[src/rtl/camera_sequencer.sv]
// OV7670 camera path controller: power-up, SCCB init with timeout, settling-frame skip,
// then frame-gated capture into a two-buffer ping-pong store with consumer handshake.
module camera_sequencer #(
   parameter int PWR_UP_CYCLES = 100000,
   parameter int INIT_TIMEOUT  = 2000000,
   parameter int SKIP_FRAMES   = 2,
   parameter int FCNT_W        = 16
) (
   input  logic              iclk,
   input  logic              ireset,
   input  logic              ienable,
   input  logic              iinit_done,
   input  logic              ivsync_s,
   input  logic              irelease,
   output logic              opwdn,
   output logic              oinit_start,
   output logic              ocap_en,
   output logic              obuf_sel,
   output logic              ord_sel,
   output logic              oframe_ready,
   output logic              odrop,
   output logic              oerror,
   output logic [FCNT_W-1:0] oframe_cnt,
   output logic [2:0]        ostate
);

   typedef enum logic [2:0] {
      IDLE      = 3'd0,
      PWR_UP    = 3'd1,
      INIT      = 3'd2,
      INIT_WAIT = 3'd3,
      SETTLE    = 3'd4,
      CAPTURE   = 3'd5,
      ERROR     = 3'd6
   } state_t;

   localparam int CNT_MAX = (PWR_UP_CYCLES > INIT_TIMEOUT) ? PWR_UP_CYCLES : INIT_TIMEOUT;
   localparam int CNT_W   = $clog2(CNT_MAX + 1);
   localparam logic [CNT_W-1:0] PWR_LAST  = CNT_W'(PWR_UP_CYCLES - 1);
   localparam logic [CNT_W-1:0] INIT_LAST = CNT_W'(INIT_TIMEOUT - 1);
   localparam int SKIP_W = $clog2(SKIP_FRAMES + 2);
   localparam logic [SKIP_W-1:0] SKIP_LAST = SKIP_W'((SKIP_FRAMES > 0) ? SKIP_FRAMES - 1 : 0);

   state_t            state;
   logic [CNT_W-1:0]  cyc_cnt;
   logic [SKIP_W-1:0] skip_cnt;
   logic              vsync_p1;
   logic [1:0]        full;
   logic              wr_sel;
   logic              rd_sel;
   logic              vs_rise;
   logic              vs_fall;

   assign vs_rise  = ivsync_s & ~vsync_p1;
   assign vs_fall  = ~ivsync_s & vsync_p1;
   assign ostate   = state;
   assign obuf_sel = wr_sel;
   assign ord_sel  = rd_sel;

   always_ff @(posedge iclk or negedge ireset) begin
      if (!ireset) begin
         state        <= IDLE;
         cyc_cnt      <= '0;
         skip_cnt     <= '0;
         vsync_p1     <= 1'b0;
         full         <= 2'b00;
         wr_sel       <= 1'b0;
         rd_sel       <= 1'b0;
         opwdn        <= 1'b1;
         oinit_start  <= 1'b0;
         ocap_en      <= 1'b0;
         oframe_ready <= 1'b0;
         odrop        <= 1'b0;
         oerror       <= 1'b0;
         oframe_cnt   <= '0;
      end else begin
         vsync_p1     <= ivsync_s;
         oinit_start  <= 1'b0;
         oframe_ready <= 1'b0;
         odrop        <= 1'b0;
         if (!ienable) begin
            // Abandon everything, including any partially captured frame.
            state      <= IDLE;
            cyc_cnt    <= '0;
            skip_cnt   <= '0;
            full       <= 2'b00;
            wr_sel     <= 1'b0;
            rd_sel     <= 1'b0;
            opwdn      <= 1'b1;
            ocap_en    <= 1'b0;
            oerror     <= 1'b0;
            oframe_cnt <= '0;
         end else begin
            case (state)
               IDLE: begin
                  state   <= PWR_UP;
                  opwdn   <= 1'b0;
                  cyc_cnt <= '0;
               end
               PWR_UP: begin
                  if (cyc_cnt == PWR_LAST) begin
                     state       <= INIT;
                     oinit_start <= 1'b1;
                  end else begin
                     cyc_cnt <= cyc_cnt + 1'b1;
                  end
               end
               INIT: begin
                  state   <= INIT_WAIT;
                  cyc_cnt <= '0;
               end
               INIT_WAIT: begin
                  if (iinit_done) begin
                     state    <= SETTLE;
                     skip_cnt <= '0;
                  end else if (cyc_cnt == INIT_LAST) begin
                     state  <= ERROR;
                     oerror <= 1'b1;
                     opwdn  <= 1'b1;
                  end else begin
                     cyc_cnt <= cyc_cnt + 1'b1;
                  end
               end
               SETTLE: begin
                  if (SKIP_FRAMES == 0) begin
                     state <= CAPTURE;
                  end else if (vs_rise) begin
                     if (skip_cnt == SKIP_LAST) state <= CAPTURE;
                     else                       skip_cnt <= skip_cnt + 1'b1;
                  end
               end
               CAPTURE: begin
                  // Fullness is sampled before this cycle's release lands.
                  if (vs_fall) begin
                     if (!full[wr_sel]) ocap_en <= 1'b1;
                     else               odrop   <= 1'b1;
                  end
                  if (vs_rise && ocap_en) begin
                     ocap_en      <= 1'b0;
                     full[wr_sel] <= 1'b1;
                     wr_sel       <= ~wr_sel;
                     oframe_cnt   <= oframe_cnt + 1'b1;
                     oframe_ready <= 1'b1;
                  end
                  if (irelease && full[rd_sel]) begin
                     full[rd_sel] <= 1'b0;
                     rd_sel       <= ~rd_sel;
                  end
               end
               ERROR: begin
                  oerror  <= 1'b1;
                  opwdn   <= 1'b1;
                  ocap_en <= 1'b0;
               end
               default: state <= IDLE;
            endcase
         end
      end
   end

endmodule
[config.mk]
export PLATFORM = sky130hd
export DESIGN_NAME = camera_sequencer
export DESIGN_NICKNAME = d
export VERILOG_FILES = /design/src/rtl/camera_sequencer.sv
export SDC_FILE = /design/constraint.sdc
export NUM_CORES = 1
export LEC_CHECK = 0
export ABC_AREA = 1
export BUFFER_PORTS_ARGS = -buffer_cell sky130_fd_sc_hd__buf_2
export CAP_MARGIN = 20
export CORE_ASPECT_RATIO = 1.2
export CORE_MARGIN = 3
export CORE_UTILIZATION = 30
export DETAILED_ROUTE_END_ITERATION = 8
export PLACE_DENSITY_LB_ADDON = 0.12
export SYNTH_ARGS = -nofsm -noshare
export SYNTH_HDL_FRONTEND = slang
export SYNTH_SLANG_ARGS = --single-unit
export TNS_END_PERCENT = 50
[constraint.sdc]
create_clock -name iclk -period 1.6 [get_ports iclk]
set_input_delay 0.24 -clock iclk [delete_from_list [all_inputs] [get_ports iclk]]
set_output_delay 0.24 -clock iclk [all_outputs]
set_load 0.01 [all_outputs]
==> out/metrics.yaml <==
status: "complete, no violations"
cp_data_arrival_time_ns: 1.84
endpoint: "cyc_cnt[17]$_DFFE_PN0P_"
ir_worst_vdd_mv: 0.4202
clock-sinks: 53
syn_area_sq_um: 3550
drv_cap: 0
mostFrequentLayoutCell: "nand2_1"
placedCellCount: 753
reg2reg_from: "cyc_cnt[1]$_DFFE_PN0P_"
required_ns: 1.85
numCtsBuffers: 5
synthArstFlopShare: 1.000
slew_violations: 0
die_h_um: 125.2
skew_ns: 0.01001
grt_max_degree: 54
antennaDiodeCount: 0
viasPerCell: 4.781
core_area_sq_um: 11300
stdcell_area_sq_um: 4658
synth_fp_nets: 537
worstSetupStartpointType: "register"
drt_iter0_drc: 143
gp_congestion: 0.8904
r2r_cells: 11
path_class: "register to register"
synth-edff-count: 0
cts_max_path_buffers: 2
hold_class: "input port to register"
ys_ff_latch: 53
yosysUniqueCellTypes: 38
crit_path_end_kind: "register"
cts_root_buffer: "clkbuf_16"
slew-limit-headroom: 0.7859
ant_nets: 0
power.density_nw_per_um2: 832.0
instances_no_fill: 773
syn2layout_area_growth_pct: 31.23
post_drt_wl_per_cell_um: 13.86
ys_dominant_reg_cell: "dfrtp_1"
cp-startpoint: "cyc_cnt[1]$_DFFE_PN0P_"
cts_tree: "yes"
yosysWarnings: 0
antenna_found_initial: 0
initial_utilization: 0.3142
crit_path_max_fanout: 3
rrSetupSlack_ns: 0.007
setup_violations: 0
htreeDepth: 2
clkTransAtPathRegs_ns: 0.08
gr-total-overflow: 0
finalCritPeriodShare: 0.9959
placed_cell_area_sq_um: 4278
power.leakage_nw: 2.189
seq_area_frac_synth: 0.3740
syn_inst: 528
grt_setup_unrepaired: "true"
dp_hpwl_mm: 7.906
drt-total-wl_mm: 10.72
worst_pin_slew_ns: 0.3205
timing.hold.ws_ns: 0.08538
fmax_mhz: 627.6
die_area_sq_um: 13180
clkLatencyLatePin_ns: 0.30
syn-mean-instance-area_sq_um: 6.723
grtUsageTotal: 0.1656
io_pins: 33
drc: 0
fin_crit_ns: 1.593
grt_pass1_wl_mm: 17.88
drive_gt1_frac: 0.2714
post-route-util: 0.4123
chipWidth_um: 105.3
fillers: 1202
first_pass_iters: 5
grt_pass1_vias: 3644
mostFrequentLayoutCells: "nand2_1 (148), nor2_1 (71), buf_4 (62), inv_1 (53), nand3_1 (51)"
vias: 3696
row_count: 42
nets: 627
io_buffer_count: 32
reg2reg_to: "cyc_cnt[17]$_DFFE_PN0P_"
finalHoldViolCount: 0
## cell usage after synthesis (all sizes together), types with 2 or more instances
cell | instances | share of area
nor2 | 89 | 0.10
nand3b | 2 | 0.0042
a21oi | 14 | 0.020
o211ai | 2 | 0.0042
nor3 | 15 | 0.024
clkbuf | 3 | 0.0032
nand2 | 155 | 0.17
dfrtp | 52 | 0.37
buf | 15 | 0.029
ha | 3 | 0.011
nand3 | 60 | 0.091
o22ai | 3 | 0.0053
nand4 | 15 | 0.028
inv | 59 | 0.062
o21ai | 23 | 0.038
xor2 | 7 | 0.017
nor3b | 2 | 0.0042
## flip-flops by register name, summed over array words and instances (netlist names), 2 cells and up
name and count:
skip_cnt 2, ostate 3, oframe_cnt 16, cyc_cnt 21
full 2
## stage by stage
stage | setup slack (ns) | setup TNS, ns | total power [W]
floorplan | 0.02360 | 0 | 0.002056
global placement | -0.09629 | -1.487 | 0.002564
detailed placement | -0.1086 | -1.482 | 0.002571
CTS | -0.01998 | -0.1454 | 0.003804
global route | -0.1153 | -2.315 | 0.004088
finish | 0.006548 | 0 | 0.003876
## cells by family after synthesis
group           count (synthesis)  share of synthesized area
flops                          53                     0.3740
xor+xnor                        8                    0.01974
fa+ha+maj                       3                    0.01058
simple gates                  341                     0.4251
buf+inv                        77                    0.09482
compound gates                 46                    0.07579
## critical path: stages (launching register included)
cell     delay, ns
dfrtp_1       0.40
buf_4         0.14
nand2_1       0.13
nor2_2        0.16
nand2_1       0.11
nor2_1        0.21
nand2_1       0.07
nand2_1       0.06
nand2_1       0.04
nor2_1        0.08
nand3_1       0.07
nand2_1       0.06
## where the power goes
group          internal (W)  switching (W)  total [W]
combinational      0.000502       0.000677    0.00118
sequential          0.00142      0.0000890    0.00151
clock              0.000634       0.000553    0.00119
total               0.00256        0.00132    0.00388
## worst min path at each step
stage | start | endpoint | slack [ns] | cells past startpoint
6_report | ivsync_s | vsync_p1$_DFF_PN0_ | 0.09 | 1
5_1_grt | ivsync_s | vsync_p1$_DFF_PN0_ | 0.08 | 1
4_1_cts | ivsync_s | vsync_p1$_DFF_PN0_ | 0.07 | 1
3_5_place_dp | ireset | cyc_cnt[18]$_DFFE_PN0P_ | 0.27 | 2
3_3_place_gp | ireset | cyc_cnt[18]$_DFFE_PN0P_ | 0.27 | 2
2_1_floorplan | ireset | cyc_cnt[0]$_DFFE_PN0P_ | -0.06 | 0
## timing repair
action / CTS / global route
endpoints found under the hold margin: 52 / 0
hold buffers: 1 / 0
setup buffers: 1 / 10
endpoints found under the setup margin: 34 / 36
resized for setup: 19 / 28
pin swaps: 0 / 11
## layer usage
| metal | vias up | wire length, um | track usage | part of all wire |
|---|---|---|---|---|
| met1 | 1717 | 4854 | 0.2074 | 0.45 |
| li1 | 1880 | - | - | - |
| met2 | 84 | 5284 | 0.2853 | 0.49 |
| met4 | 0 | 195 | 0.05714 | 0.018 |
| met5 | - | 0 | 0 | 0 |
| met3 | 15 | 381 | 0.02938 | 0.036 |
## area by class of cell
type / count / area (sq um) / area share
Multi-Input combinational cell: 398 / 2009 / 0.4314
Sequential cell: 53 / 1338 / 0.2871
Timing Repair Buffer: 101 / 738.2 / 0.1585
Inverter: 59 / 224.0 / 0.04808
Tap cell: 154 / 192.7 / 0.04136
Clock buffer: 6 / 138.9 / 0.02981
Clock inverter: 2 / 17.52 / 0.003760
(Power assumes the default switching activity.)
